`src/rtl/quadrature_decoder.sv`:
```
// quadrature_decoder: A/B encoder to one-cycle step_en/step_up strobes with sync, resolution select and illegal-jump flag.
// Optional per-channel glitch filter is compiled in when QUAD_GLITCH_FILTER_EN is defined.
module quadrature_decoder #(
    parameter int SYNC_STAGES   = 2,
    parameter int RESOLUTION    = 4,
    parameter int FILTER_CYCLES = 4
) (
    input  logic clock,
    input  logic reset_n,
    input  logic enc_a,
    input  logic enc_b,
    input  logic err_clear,
    output logic step_en,
    output logic step_up,
    output logic dir,
    output logic err
);
    if (SYNC_STAGES < 2 || SYNC_STAGES > 4) begin : g_bad_sync
        $error("quadrature_decoder: SYNC_STAGES must be 2..4");
    end
    if (RESOLUTION != 1 && RESOLUTION != 2 && RESOLUTION != 4) begin : g_bad_res
        $error("quadrature_decoder: RESOLUTION must be 1, 2 or 4");
    end
    if (FILTER_CYCLES < 2 || FILTER_CYCLES > 15) begin : g_bad_filt
        $error("quadrature_decoder: FILTER_CYCLES must be 2..15");
    end

    logic [SYNC_STAGES-1:0] sync_a;
    logic [SYNC_STAGES-1:0] sync_b;
    logic [1:0]             ab;

    always_ff @(posedge clock or negedge reset_n) begin
        if (!reset_n) begin
            sync_a <= '0;
            sync_b <= '0;
        end else begin
            sync_a <= {sync_a[SYNC_STAGES-2:0], enc_a};
            sync_b <= {sync_b[SYNC_STAGES-2:0], enc_b};
        end
    end

`ifdef QUAD_GLITCH_FILTER_EN
    localparam int CW = $clog2(FILTER_CYCLES + 1);
    logic [1:0] raw;
    assign raw = {sync_a[SYNC_STAGES-1], sync_b[SYNC_STAGES-1]};
    for (genvar i = 0; i < 2; i++) begin : g_filt
        logic [CW-1:0] cnt;
        logic          q;
        // Counts consecutive samples that disagree with the held output.
        always_ff @(posedge clock or negedge reset_n) begin
            if (!reset_n) begin
                cnt <= '0;
                q   <= 1'b0;
            end else if (raw[i] == q) begin
                cnt <= '0;
            end else if (cnt == CW'(FILTER_CYCLES - 1)) begin
                cnt <= '0;
                q   <= raw[i];
            end else begin
                cnt <= cnt + 1'b1;
            end
        end
        assign ab[i] = q;
    end
`else
    assign ab = {sync_a[SYNC_STAGES-1], sync_b[SYNC_STAGES-1]};
`endif

    logic       init;
    logic [1:0] prev_ab;
    logic [1:0] delta;
    logic [1:0] pos_new;
    logic [1:0] pos_old;
    logic       legal;
    logic       illegal;
    logic       up;
    logic       admit;

    assign delta   = ab ^ prev_ab;
    assign legal   = !init && (delta == 2'b01 || delta == 2'b10);
    assign illegal = !init && delta == 2'b11;
    // Position along the forward cycle 00,10,11,01 so "up" is a +1 step mod 4.
    assign pos_new = {ab[0], ab[1] ^ ab[0]};
    assign pos_old = {prev_ab[0], prev_ab[1] ^ prev_ab[0]};
    assign up      = (pos_new - pos_old) == 2'd1;
    assign admit   = legal && (RESOLUTION == 4 ? 1'b1 :
                               RESOLUTION == 2 ? delta[1] :
                               ({prev_ab, ab} == 4'b0010 || {prev_ab, ab} == 4'b1000));

    always_ff @(posedge clock or negedge reset_n) begin
        if (!reset_n) begin
            init    <= 1'b1;
            prev_ab <= 2'b00;
            step_en <= 1'b0;
            step_up <= 1'b0;
            dir     <= 1'b0;
            err     <= 1'b0;
        end else begin
            init    <= 1'b0;
            prev_ab <= ab;
            step_en <= admit;
            step_up <= admit && up;
            if (legal) dir <= up;
            err     <= illegal || (err && !err_clear);
        end
    end
endmodule

```
`config.mk`:
```
export PLATFORM = sky130hd
export DESIGN_NAME = quadrature_decoder
export DESIGN_NICKNAME = d
export VERILOG_FILES = /design/src/rtl/quadrature_decoder.sv
export SDC_FILE = /design/constraint.sdc
export NUM_CORES = 1
export LEC_CHECK = 0
export BUFFER_PORTS_ARGS = -buffer_cell sky130_fd_sc_hd__buf_4
export CAP_MARGIN = 20
export CORE_MARGIN = 1.5
export CORE_UTILIZATION = 30
export CTS_BUF_LIST = sky130_fd_sc_hd__clkbuf_4 sky130_fd_sc_hd__clkbuf_8 sky130_fd_sc_hd__clkbuf_16
export CTS_CLUSTER_DIAMETER = 80
export CTS_CLUSTER_SIZE = 40
export DETAILED_ROUTE_END_ITERATION = 10
export PLACE_DENSITY = 0.49
export SLEW_MARGIN = 5
export SYNTH_ARGS = -nofsm -noshare
export SYNTH_HDL_FRONTEND = slang
export SYNTH_SLANG_ARGS = --single-unit
```
`constraint.sdc`:
```
create_clock -name clock -period 3.83 [get_ports clock]
set_clock_uncertainty 0.15 [all_clocks]
set_input_delay 0.5745 -clock clock [delete_from_list [all_inputs] [get_ports clock]]
set_output_delay 0.5745 -clock clock [all_outputs]
set_load 0.05 [all_outputs]
```
# Word level (Yosys, flattened, before mapping)
# Index checks and enable logic that the tools add are counted.
# word_totals
regBits,11
out_inout_bits,4
word_cells,24
# classes
addsub,1
eq_ne,4
n_bitwise,3
reduce_logical,8
# op_table
op,n
$eq 2x1->1 const B,2
$eq 2x2->1 const B,2
$logic_and 1x1->1,4
$logic_not 1->1,2
$logic_or 1x1->1,2
$sub 2x2->2,1
$xor 1x1->1,2
$xor 2x2->2,1

# Logic depth before layout (Yosys ltp)
# Gate-level depths: netlist of run 1.
# logic_depth
depth_word,5
depth_mapped,4
depth_no_buf,4

# Worst setup path after synthesis of run 1
# OpenSTA, ideal clock, no wires.
# synth_path
path_kind,register to register
from,register prev_ab[0]
to,register dir
arrival_time_ps,1386
required_ps,3598
setup_slack_ps,2211
path_stages_with_launch,5
n_path_buf,0
period_less_slack_ps,1619
path_cell_list,dfrtp_1 -> xor2_1 -> ha_1 -> or3b_2 -> o22ai_1
# synth_between
elab_chain_cells,4
word_cells_on_any_way,8
cone_classes,add/sub: 1; eq/ne: 3; bitwise: 2; reduce/logical: 2
# synth_lines
item,line,rtl
"start, declared",70,logic [1:0] prev_ab;
"start signal, assigned",93,prev_ab <= 2'b00;
"start signal, assigned",100,prev_ab <= ab;
"parallel branches: the longest is 4 deep, another holds $sub 2x2->2",-,
"end signal, assigned",103,if (legal) dir <= up;
"end, declared",15,"output logic dir,"
# Several ways; the timed one is not identified.
# A chain may end at the register's enable or synchronous reset.

# Worst setup path in the final report of run 1
# layout_path
from,register sync_b[1]
to,register dir
# layout_between
elab_chain_cells,4
word_cells_on_any_way,8
cone_classes,add/sub: 1; eq/ne: 3; bitwise: 2; reduce/logical: 2
# layout_lines
item,line,rtl
"start, declared",29,logic [SYNC_STAGES-1:0] sync_b;
"start signal, assigned",38,"sync_b <= {sync_b[SYNC_STAGES-2:0], enc_b};"
"parallel branches: the longest is 4 deep, another holds $sub 2x2->2",-,
# Several ways; the timed one is not identified.

==> reports/qor.txt, run 1 <==
Number of antenna violations at the first check in global routing: 0
Number of non-filler instances in the completed layout: 55
Critical path peak fanout: 4
CP Buf/Inv Count: 0
Sink Count: 11
Highest achievable clock rate: 0.5905 GHz
Vias after detailed routing: 226
Antenna viol nets, final: 0
Detailed-route vias per instance: 4.109
Buffers from clock root to sink, at most: 2
Total power density per cell area: 524.5 nW/um2
Area of the die: 1585 um2
CP startpoint kind: flip-flop
Final hold vios: 0
Minimum clock period after layout: 1.694 ns
Combinational family with the most area after synthesis: XOR/XNOR gates
IO Port Bufs: 8
Register area share after synthesis: 68.00%
Initial core utilization: 31.65%
Cts-stage hold buffer count: 1
Critical R2R Capture: dir
Reported max-cap violation count: 0
Peak VDD IR: 0.1833 mV
R2R depth: 4
Signed area change from the synthesized netlist to the final layout: 29.23%
Std cell rows: 13
Core Region: 1285 um2
Antenna Diode Count: 0
Iteration-0 DRC Markers: 0
Worst min-delay path category: flip-flop to flip-flop
Final hold slack: 0.2011 ns
Die extent in x: 39.82 um
Number of nets in the finished design: 48
Share of the clock period used by the worst path: 44.22%
Number of search-and-repair iterations in the first detailed-routing pass: 1
Reg2reg start: sync_b[1]
Global-route wire length before repair: 966 um
Number of top-level design ports: 9
FF-to-FF setup slack: 2.14 ns
Cell chosen for the clock root: clkbuf_4
CP Data Arrival Time: 1.72 ns
Worst Hold Path Cells: 0
Number of setup violations in the final report: 0
WP data required: 3.86 ns
Sort of element at the end of the critical path: flip-flop
Area fraction in compound gates after synthesis: 3.077%
Post-Route WL: 549 um
Synth Warn #: 0
GR Util All Layers: 9.940%
Outcome: complete, no violations
Crit path from: sync_b[1]
DP Wirelength: 462.8 um
CP Depth: 4
Number of DRC violations after detailed routing: 0
Post-Syn Instances: 27
Post-CTS sizing: 0
Vias in the first global route: 235
Clock tree from TritonCTS: built
Worst-path cell chain: xor2_1 > ha_1 > or3b_2 > o22ai_1
Weighted congestion at the end of routability-driven global placement: 0.6350
Delay contributed by the slowest stage of the critical path: 0.45 ns
Seq cells post-synth: 11
Fraction of the mapped netlist area in adder cells: 6.154%
Static power due to leakage: 0.2617 nW
End point of the critical path: dir
Mean post-synth cell area: 15.06 um2
CTS clk-pin slew, worst paths: 0.06 ns
Mux share of post-synthesis cell area: 0%
GRT overflow: 0
Later-pin clock latency in the skew report: 0.26 ns
Post-Synthesis Net Count: 34
Unrepaired setup endpoints after global routing: no
Height of the die: 39.82 um
Number of max-slew violations in the final report: 0
Number of distinct library cells after synthesis: 12
XOR/XNOR Fraction of Synth Area: 14.46%
Cell family with most CP delay: simple AND/OR/NAND/NOR gates
Maximum number of pins on one net before global-route repair: 12
Setup bufs post-CTS: 0
Clock buffer count from CTS: 3
Inst Count DP: 50
Post-synthesis share of cell area spent on and, or, nand and nor gates: 4.615%
Worst setup path class: flip-flop to flip-flop
Ratio of cells with drive above 1 in the final layout: 35.00%
Critical-path cell with the highest stage delay: or3b_2
Mapped Area: 406.6 um2
Setup TNS Final: 0 ns
H-tree levels: 1
DR WL/cell: 9.982 um
sequential cells by signal, indices dropped and copies added, names as in the netlist:
name and count:
init 1, err 1, sync_a 2, prev_ab 2, sync_b 2, step_en 1
step_up 1, dir 1
synthesized netlist by cell type (all sizes together):
| cell | n | area [um2] |
|---|---|---|
| conb | 1 | 3.750 |
| xor2 | 3 | 26.28 |
| or3b | 1 | 8.760 |
| xnor2 | 1 | 8.760 |
| o22ai | 2 | 12.51 |
| ha | 2 | 25.02 |
| inv | 3 | 11.26 |
| nor2b | 1 | 6.260 |
| xor3 | 1 | 23.77 |
| dfrtp | 10 | 250.2 |
| dfstp | 1 | 26.28 |
| nor2 | 1 | 3.750 |
worst register-to-register path: stages (launching register included):
cell,delay [ns]
dfrtp_1,0.42
xor2_1,0.18
ha_1,0.29
or3b_2,0.45
o22ai_1,0.12
layout make-up:
type                       count  area [um2]
clock buffer                   4       30.03
inverter                       3       11.26
timing repair buffer           9       70.07
multi-input combinational     13       118.9
sequential                    11       276.5
fill                         127       759.5
tap                           15       18.77
where the power goes:
group | switching (mW) | internal, mW
Clock | 0.0335 | 0.0473
Combinational | 0.0380 | 0.0239
Sequential | 0.00586 | 0.127
Total | 0.0773 | 0.198
per-stage QoR:
stage | setup WS (ns) | util (%) | instance area (um2) | power, mW
finish | 2.136 | 40.90 | 525.5 | 0.2756
global route | 2.036 | 40.90 | 525.5 | 0.2924
CTS | 2.110 | 40.90 | 525.5 | 0.2821
detailed placement | 2.124 | 37.78 | 485.5 | 0.1982
global placement | 2.140 | 37.78 | 485.5 | 0.1969
floorplan | 2.211 | - | 406.6 | 0.1767
placed cells by master, fill, tap and decap left out:
cell type / instances
o22ai_1: 2
inv_1: 3
conb_1: 1
ha_1: 2
dfstp_2: 1
nor2_1: 1
xor2_1: 3
buf_4: 8
xor3_1: 1
xnor2_1: 1
dlygate4sd3_1: 1
nor2b_1: 1
clkbuf_4: 4
or3b_2: 1
dfrtp_1: 10
kinds of logic after synthesis:
family                   Yosys count
AO/OA/AOI/OAI                      2
XOR/XNOR                           5
adder cells (fa/ha/maj)            2
buffers and inverters              3
flip-flops                        11
other                              1
AND/OR/NAND/NOR                    3
layer usage:
metal	wire (um)	track usage, %	vias to the layer above
met5	0	0	-
met4	7	7.759	0
met3	32	3.409	2
met2	281	15.16	7
met1	228	11.11	106
li1	-	-	111
how the worst min path moves through the flow:
stage                     startpoint        end  slack [ns]
after CTS                  sync_a[0]  sync_a[1]        0.20
final                      sync_a[0]  sync_a[1]        0.20
after detailed placement   sync_a[0]  sync_a[1]        0.19
after global placement     sync_a[0]  sync_a[1]        0.18
after global routing       sync_b[0]  sync_b[1]        0.21
after floorplan              reset_n        dir        0.13
No activity file was read; power rests on OpenSTA's default activity.
==> inputs of run 2 (changes only) <==
Clock period 3.83 ns to 1.78 ns, I/O delays scaled along.
==> reports/qor.txt, run 2 (synthesis gave the netlist of run 1 again) <==
Outcome: complete, no violations
Static power due to leakage: 0.2711 nW (+3.6%)
Sort of element at the end of the critical path: flip-flop
Post-Place Worst Slack: 0.08031 ns (-2.044 ns)
Number of antenna violations at the first check in global routing: 0 (unchanged)
Setup bufs post-CTS: 0 (unchanged)
CP startpoint kind: flip-flop
Buffers from clock root to sink, at most: 2 (unchanged)
Minimum clock period after layout: 1.700 ns (+0.006043 ns)
WP data required: 1.82 ns (-2.04 ns)
Worst-path cell chain: xor2_1 > ha_1 > or3b_2 > o22ai_2
DR WL/cell: 10.91 um (+9.3%)
Core Region: 1285 um2 (unchanged)
Total power density per cell area: 1090 nW/um2 (+110%)
Ratio of cells with drive above 1 in the final layout: 35.71% (+0.71 points)
Clock buffer count from CTS: 3 (unchanged)
CP Buf/Inv Count: 0 (unchanged)
Later-pin clock latency in the skew report: 0.27 ns (about the same)
Area of the die: 1585 um2 (unchanged)
Number of setup violations in the final report: 0 (unchanged)
Final worst slack: 0.08036 ns (-2.056 ns)
Maximum number of pins on one net before global-route repair: 12 (unchanged)
Number of search-and-repair iterations in the first detailed-routing pass: 2 (+1)
Number of top-level design ports: 9 (unchanged)
Sink Count: 11 (unchanged)
Worst min-delay path category: primary input to flip-flop
Clock tree from TritonCTS: built
Final hold slack: 0.02394 ns (-0.1771 ns)
CP Data Arrival Time: 1.74 ns (+0.02 ns)
Signed area change from the synthesized netlist to the final layout: 35.08%
Highest-count cells in the layout ignoring fill and taps: dfrtp_1 (10), buf_4 (8)
Cell chosen for the clock root: clkbuf_4
Std cell rows: 13 (unchanged)
Filler Cell Count: 123 (-3.1%)
Highest achievable clock rate: 0.5884 GHz (-0.36%)
Post-layout power: 0.5989 mW (+120%)
Final hold vios: 0 (unchanged)
Delay contributed by the slowest stage of the critical path: 0.47 ns (+0.02 ns)
Peak VDD IR: 0.4532 mV (+150%)
Reported max-cap violation count: 0 (unchanged)
Cell family with most CP delay: simple AND/OR/NAND/NOR gates
Number of DRC violations after detailed routing: 0 (unchanged)
Antenna Diode Count: 0 (unchanged)
IO Port Bufs: 8 (unchanged)
Weighted congestion at the end of routability-driven global placement: 0.6358 (+0.13%)
Number of nets in the finished design: 50 (+4.2%)
GRT overflow: 0 (unchanged)
Iteration-0 DRC Markers: 1 (+1)
Share of the clock period used by the worst path: 95.49% (+51 points)
Critical-path cell with the highest stage delay: or3b_2
Crit path from: sync_b[1]
Vias after detailed routing: 232 (+2.7%)
Post-Route WL: 622 um (+13%)
CTS clk-pin slew, worst paths: 0.07 ns (about the same)
H-tree levels: 1 (unchanged)
Detailed-route vias per instance: 4.070 (-0.95%)
Die extent in x: 39.82 um (unchanged)
Initial core utilization: 31.65% (unchanged)
Most common library cell in the layout ignoring fill and taps: dfrtp_1
Worst setup path class: flip-flop to flip-flop
Height of the die: 39.82 um (unchanged)
Antenna viol nets, final: 0 (unchanged)
Critical path peak fanout: 4 (unchanged)
Vias in the first global route: 253 (+7.7%)
Reg2reg start: sync_b[1]
Global-route wire length before repair: 993 um (+2.8%)
Launch instance of the worst min-delay path: err_clear
Number of max-slew violations in the final report: 0 (unchanged)
GR Util All Layers: 10.36% (+0.42 points)
Biggest regs: prev_ab x2, sync_a x2, sync_b x2
FF-to-FF setup slack: 0.08 ns (-2.06 ns)
[run 2: changes by cell type in the layout (fill, tap and decap cells not counted), sizes merged]
| cell | delta |
|---|---|
| clkinv | +1 |
| dlygate4sd3 | +2 |
| clkbuf | -1 |
[run 2: path summary, 6_finish.rpt]
path                       cells past startpoint        end
setup / recovery                               4        dir
hold / removal                                 2        err
setup reg to reg                               4        dir
hold reg to reg                                0  sync_b[1]
max in group asynchronous                      2       init
min in group asynchronous                      2  sync_b[0]
[run 2: what timing repair did]
| action | 4_1_cts | 5_1_grt |
|---|---|---|
| endpoints found under the setup margin | 0 | 1 |
| gates resized for setup | 0 | 1 |
| hold endpoints to repair | 13 | 0 |
| hold buffers | 3 | 0 |
[run 2: through the flow]
stage | setup TNS [ns] | instance area (um2) | std cells | util [%]
6_report | 0 | 549.3 | 57 | 42.75
3_5_place_dp | 0 | 485.5 | 50 | 37.78
5_1_grt | -0.008112 | 549.3 | 57 | 42.75
3_3_place_gp | 0 | 485.5 | 50 | 37.78
4_1_cts | 0 | 543.0 | 57 | 42.26
2_1_floorplan | 0 | 406.6 | 27 | -
[run 2: worst reg2reg max path, stage by stage, from the launching register on]
cell,delay [ns]
dfrtp_1,0.42
xor2_1,0.18
ha_1,0.29
or3b_2,0.47
o22ai_2,0.10
[run 2: routing by layer]
metal	vias to the layer above	global-route usage [%]	share of wire, %
met5	-	0	0
li1	115	-	-
met2	7	15.98	52
met3	0	3.409	4.2
met1	110	11.62	44
met4	0	7.759	0
[run 2: power by group]
group          switching [mW]  internal (mW)  leakage [nW]
logic                  0.0870         0.0583         0.120
clock network          0.0831         0.0831        0.0177
registers              0.0141          0.273         0.133
[run 2: area by class of cell]
class | count | area [um2] | area share, %
flip-flops and latches | 11 | 276.5 | 50.34
multi-input cells | 13 | 125.1 | 22.78
repair buffers | 11 | 90.09 | 16.40
clock buffers | 3 | 22.52 | 4.100
well taps | 15 | 18.77 | 3.417
inverters | 3 | 11.26 | 2.050
clock inverters | 1 | 5.005 | 0.9112
==> inputs of run 3 (changes only) <==
Settings changed: ABC_AREA set to 1.
==> reports/qor.txt, run 3 <==
Mux share of post-synthesis cell area: 0% (unchanged)
Biggest regs: prev_ab x2, sync_a x2, sync_b x2
Final hold slack: 0.04817 ns (+0.02422 ns)
Core Region: 1318 um2 (+2.5%)
IO Port Bufs: 8 (unchanged)
Critical-path cell with the highest stage delay: dfrtp_1
Unrepaired setup endpoints after global routing: no
Iteration-0 DRC Markers: 3 (+2)
Critical R2R Capture: dir
Ratio of cells with drive above 1 in the final layout: 32.08% (-3.6 points)
Number of search-and-repair iterations in the first detailed-routing pass: 2 (unchanged)
Post-Place Worst Slack: 0.2957 ns (+0.2154 ns)
Area of the die: 1662 um2 (+4.8%)
Filler Cell Count: 123 (unchanged)
Library cell with the highest instance count after synthesis: dfrtp_1
CTS clk-pin slew, worst paths: 0.07 ns (about the same)
Weighted congestion at the end of routability-driven global placement: 0.6869 (+8.0%)
Antenna Diode Count: 0 (unchanged)
Critical path peak fanout: 5 (+1)
Initial core utilization: 32.48% (+0.83 points)
Post-Syn Instances: 38 (+41%)
Antenna viol nets, final: 0 (unchanged)
Setup TNS Final: 0 ns (unchanged)
H-tree levels: 1 (unchanged)
Clock tree from TritonCTS: built
Worst Hold Path Cells: 2 (unchanged)
Reported max-cap violation count: 0 (unchanged)
WP data required: 1.84 ns (+0.02 ns)
Number of setup violations in the final report: 0 (unchanged)
Cell accounting for the most synthesized area: dfrtp_1
Fraction of the mapped netlist area in adder cells: 5.848% (-0.31 points)
Buffers from clock root to sink, at most: 2 (unchanged)
Delay contributed by the slowest stage of the critical path: 0.43 ns (-0.04 ns)
Later-pin clock latency in the skew report: 0.26 ns (about the same)
Area share of the largest cell type after synthesis: 58.48% (-3.1 points)
XOR/XNOR Fraction of Synth Area: 6.140% (-8.3 points)
Total power density per cell area: 1041 nW/um2 (-4.5%)
Height of the die: 40.77 um (+2.4%)
WHS Endpoint: err
Register area share after synthesis: 64.62% (-3.4 points)
Outcome: complete, no violations
Main synth FF type: dfrtp_1
FF-to-FF setup slack: 0.30 ns (+0.22 ns)
Seq cells post-synth: 11 (unchanged)
Most common library cell in the layout ignoring fill and taps: dfrtp_1
Number of antenna violations at the first check in global routing: 0 (unchanged)
Vias after detailed routing: 278 (+20%)
Inst Count DP: 61 (+22%)
Global-route wire length before repair: 1.083 mm (+9.1%)
Most numerous cell on the critical path: nand2_1
Setup bufs post-CTS: 0 (unchanged)
Final worst slack: 0.3013 ns (+0.2210 ns)
Cell chosen for the clock root: clkbuf_4
Synth Warn #: 0 (unchanged)
Most used standard cells in the synthesized netlist: dfrtp_1 (10), nand2_1 (8), inv_1 (6)
CP Data Arrival Time: 1.53 ns (-0.21 ns)
Sink Count: 11 (unchanged)
Post-CTS sizing: 0 (unchanged)
Final hold vios: 0 (unchanged)
GRT overflow: 0 (unchanged)
Highest achievable clock rate: 0.6763 GHz (+15%)
DP Wirelength: 486 um
Number of non-filler instances in the completed layout: 68 (+19%)
Share of the clock period used by the worst path: 83.07% (-12 points)
Vias in the first global route: 260 (+2.8%)
Highest-count cells in the layout ignoring fill and taps: dfrtp_1 (10), nand2_1 (8), buf_4 (8), inv_1 (6), clkbuf_4 (4)
Crit path from: sync_b[1]
Post-Synthesis Net Count: 45 (+32%)
Post-synth EDFFs: 0 (unchanged)
Number of nets in the finished design: 61 (+22%)
Detailed-route vias per instance: 4.088 (+0.44%)
Static power due to leakage: 0.3056 nW (+13%)
Clock buffer count from CTS: 3 (unchanged)
Peak VDD IR: 0.4301 mV (-5.1%)
Worst setup path class: flip-flop to flip-flop
Number of top-level design ports: 9 (unchanged)
R2R depth: 8 (+4)
Leading cell types by total area after synthesis: dfrtp_1 (58%), nand2_1 (7.0%), dfstp_2 (6.1%)
Post-synthesis share of cell area spent on and, or, nand and nor gates: 15.20% (+11 points)
Sort of element at the end of the critical path: flip-flop
CP startpoint kind: flip-flop
Number of DRC violations after detailed routing: 0 (unchanged)
Mapped Area: 427.9 um2 (+5.2%)
Maximum number of pins on one net before global-route repair: 12 (unchanged)
Launch instance of the worst min-delay path: err_clear
DR WL/cell: 9.265 um (-15%)
Post-Route WL: 630 um (+1.3%)
Async SR Flop Fraction: 100.0% (unchanged)
Reg2reg start: sync_b[1]
Minimum clock period after layout: 1.479 ns (-0.2210 ns)
Mean post-synth cell area: 11.26 um2 (-25%)
GR Util All Layers: 10.34% (-0.012 points)
Combinational family with the most area after synthesis: simple AND/OR/NAND/NOR gates
Number of distinct library cells after synthesis: 14 (+2)
Area fraction in compound gates after synthesis: 1.170% (-1.9 points)
Die extent in x: 40.77 um (+2.4%)
Signed area change from the synthesized netlist to the final layout: 32.46%
Worst min-delay path category: primary input to flip-flop
Number of max-slew violations in the final report: 0 (unchanged)
Std cell rows: 13 (unchanged)
Worst-path cell chain: inv_2 > nand2_1 > nand2_1 > ha_1 > nand2_1 > nor2_1 > nand3_2 > nand2_2
-- run 3: cells by family after synthesis --
logic type               after synthesis
AO/OA/AOI/OAI                          1
XOR/XNOR                               3
adder cells (fa/ha/maj)                2
buffers and inverters                  7
flip-flops                            11
other                                  1
AND/OR/NAND/NOR                       13
-- run 3: worst max-delay path by stage --
| stage | endpoint | depth (start not counted) | slack [ns] |
|---|---|---|---|
| global route | dir | 8 | 0.15 |
| CTS | dir | 8 | 0.28 |
| finish | dir | 8 | 0.30 |
| global placement | step_up | 8 | 0.33 |
| floorplan | dir | 8 | 0.42 |
| detailed placement | dir | 8 | 0.30 |
-- run 3: metrics by stage --
step / utilization, % / instance area, um2 / power [mW]
floorplan: - / 427.9 / 0.3683
global placement: 38.46 / 506.7 / 0.4093
detailed placement: 38.46 / 506.7 / 0.4108
CTS: 43.02 / 566.8 / 0.5975
global route: 43.02 / 566.8 / 0.6238
finish: 43.02 / 566.8 / 0.5901
-- run 3: final cells by class --
type	instances	area (um2)	area share, %
Multi-Input combinational cell	20	125.1	22.08
Clock buffer	4	30.03	5.298
Tap cell	15	18.77	3.311
Inverter	7	26.28	4.636
Sequential cell	11	276.5	48.79
Timing Repair Buffer	11	90.09	15.89
-- run 3: worst max-delay path, delay by kind of cell (launching register included) --
family,cells,cell delay [ns]
AND/OR/NAND/NOR,6,0.53
flip-flops,1,0.43
adder cells (fa/ha/maj),1,0.28
buffers and inverters,1,0.05
-- run 3: what timing repair did --
action | CTS | global route
endpoints found under the setup margin | 0 | 0
hold endpoints to repair | 13 | 0
hold buffers | 3 | 0
-- run 3: power breakdown --
group          total [mW]  internal, mW  switching, mW
clock               0.181         0.102         0.0791
combinational       0.126        0.0449         0.0810
sequential          0.283         0.272         0.0118
total               0.590         0.418          0.172
-- run 3: layer usage --
| metal | part of all wire (%) | global-route usage [%] |
|---|---|---|
| met2 | 50 | 15.08 |
| met3 | 2.2 | 1.630 |
| met4 | 1.1 | 7.500 |
| met1 | 47 | 13.79 |
| met5 | 0 | 0 |
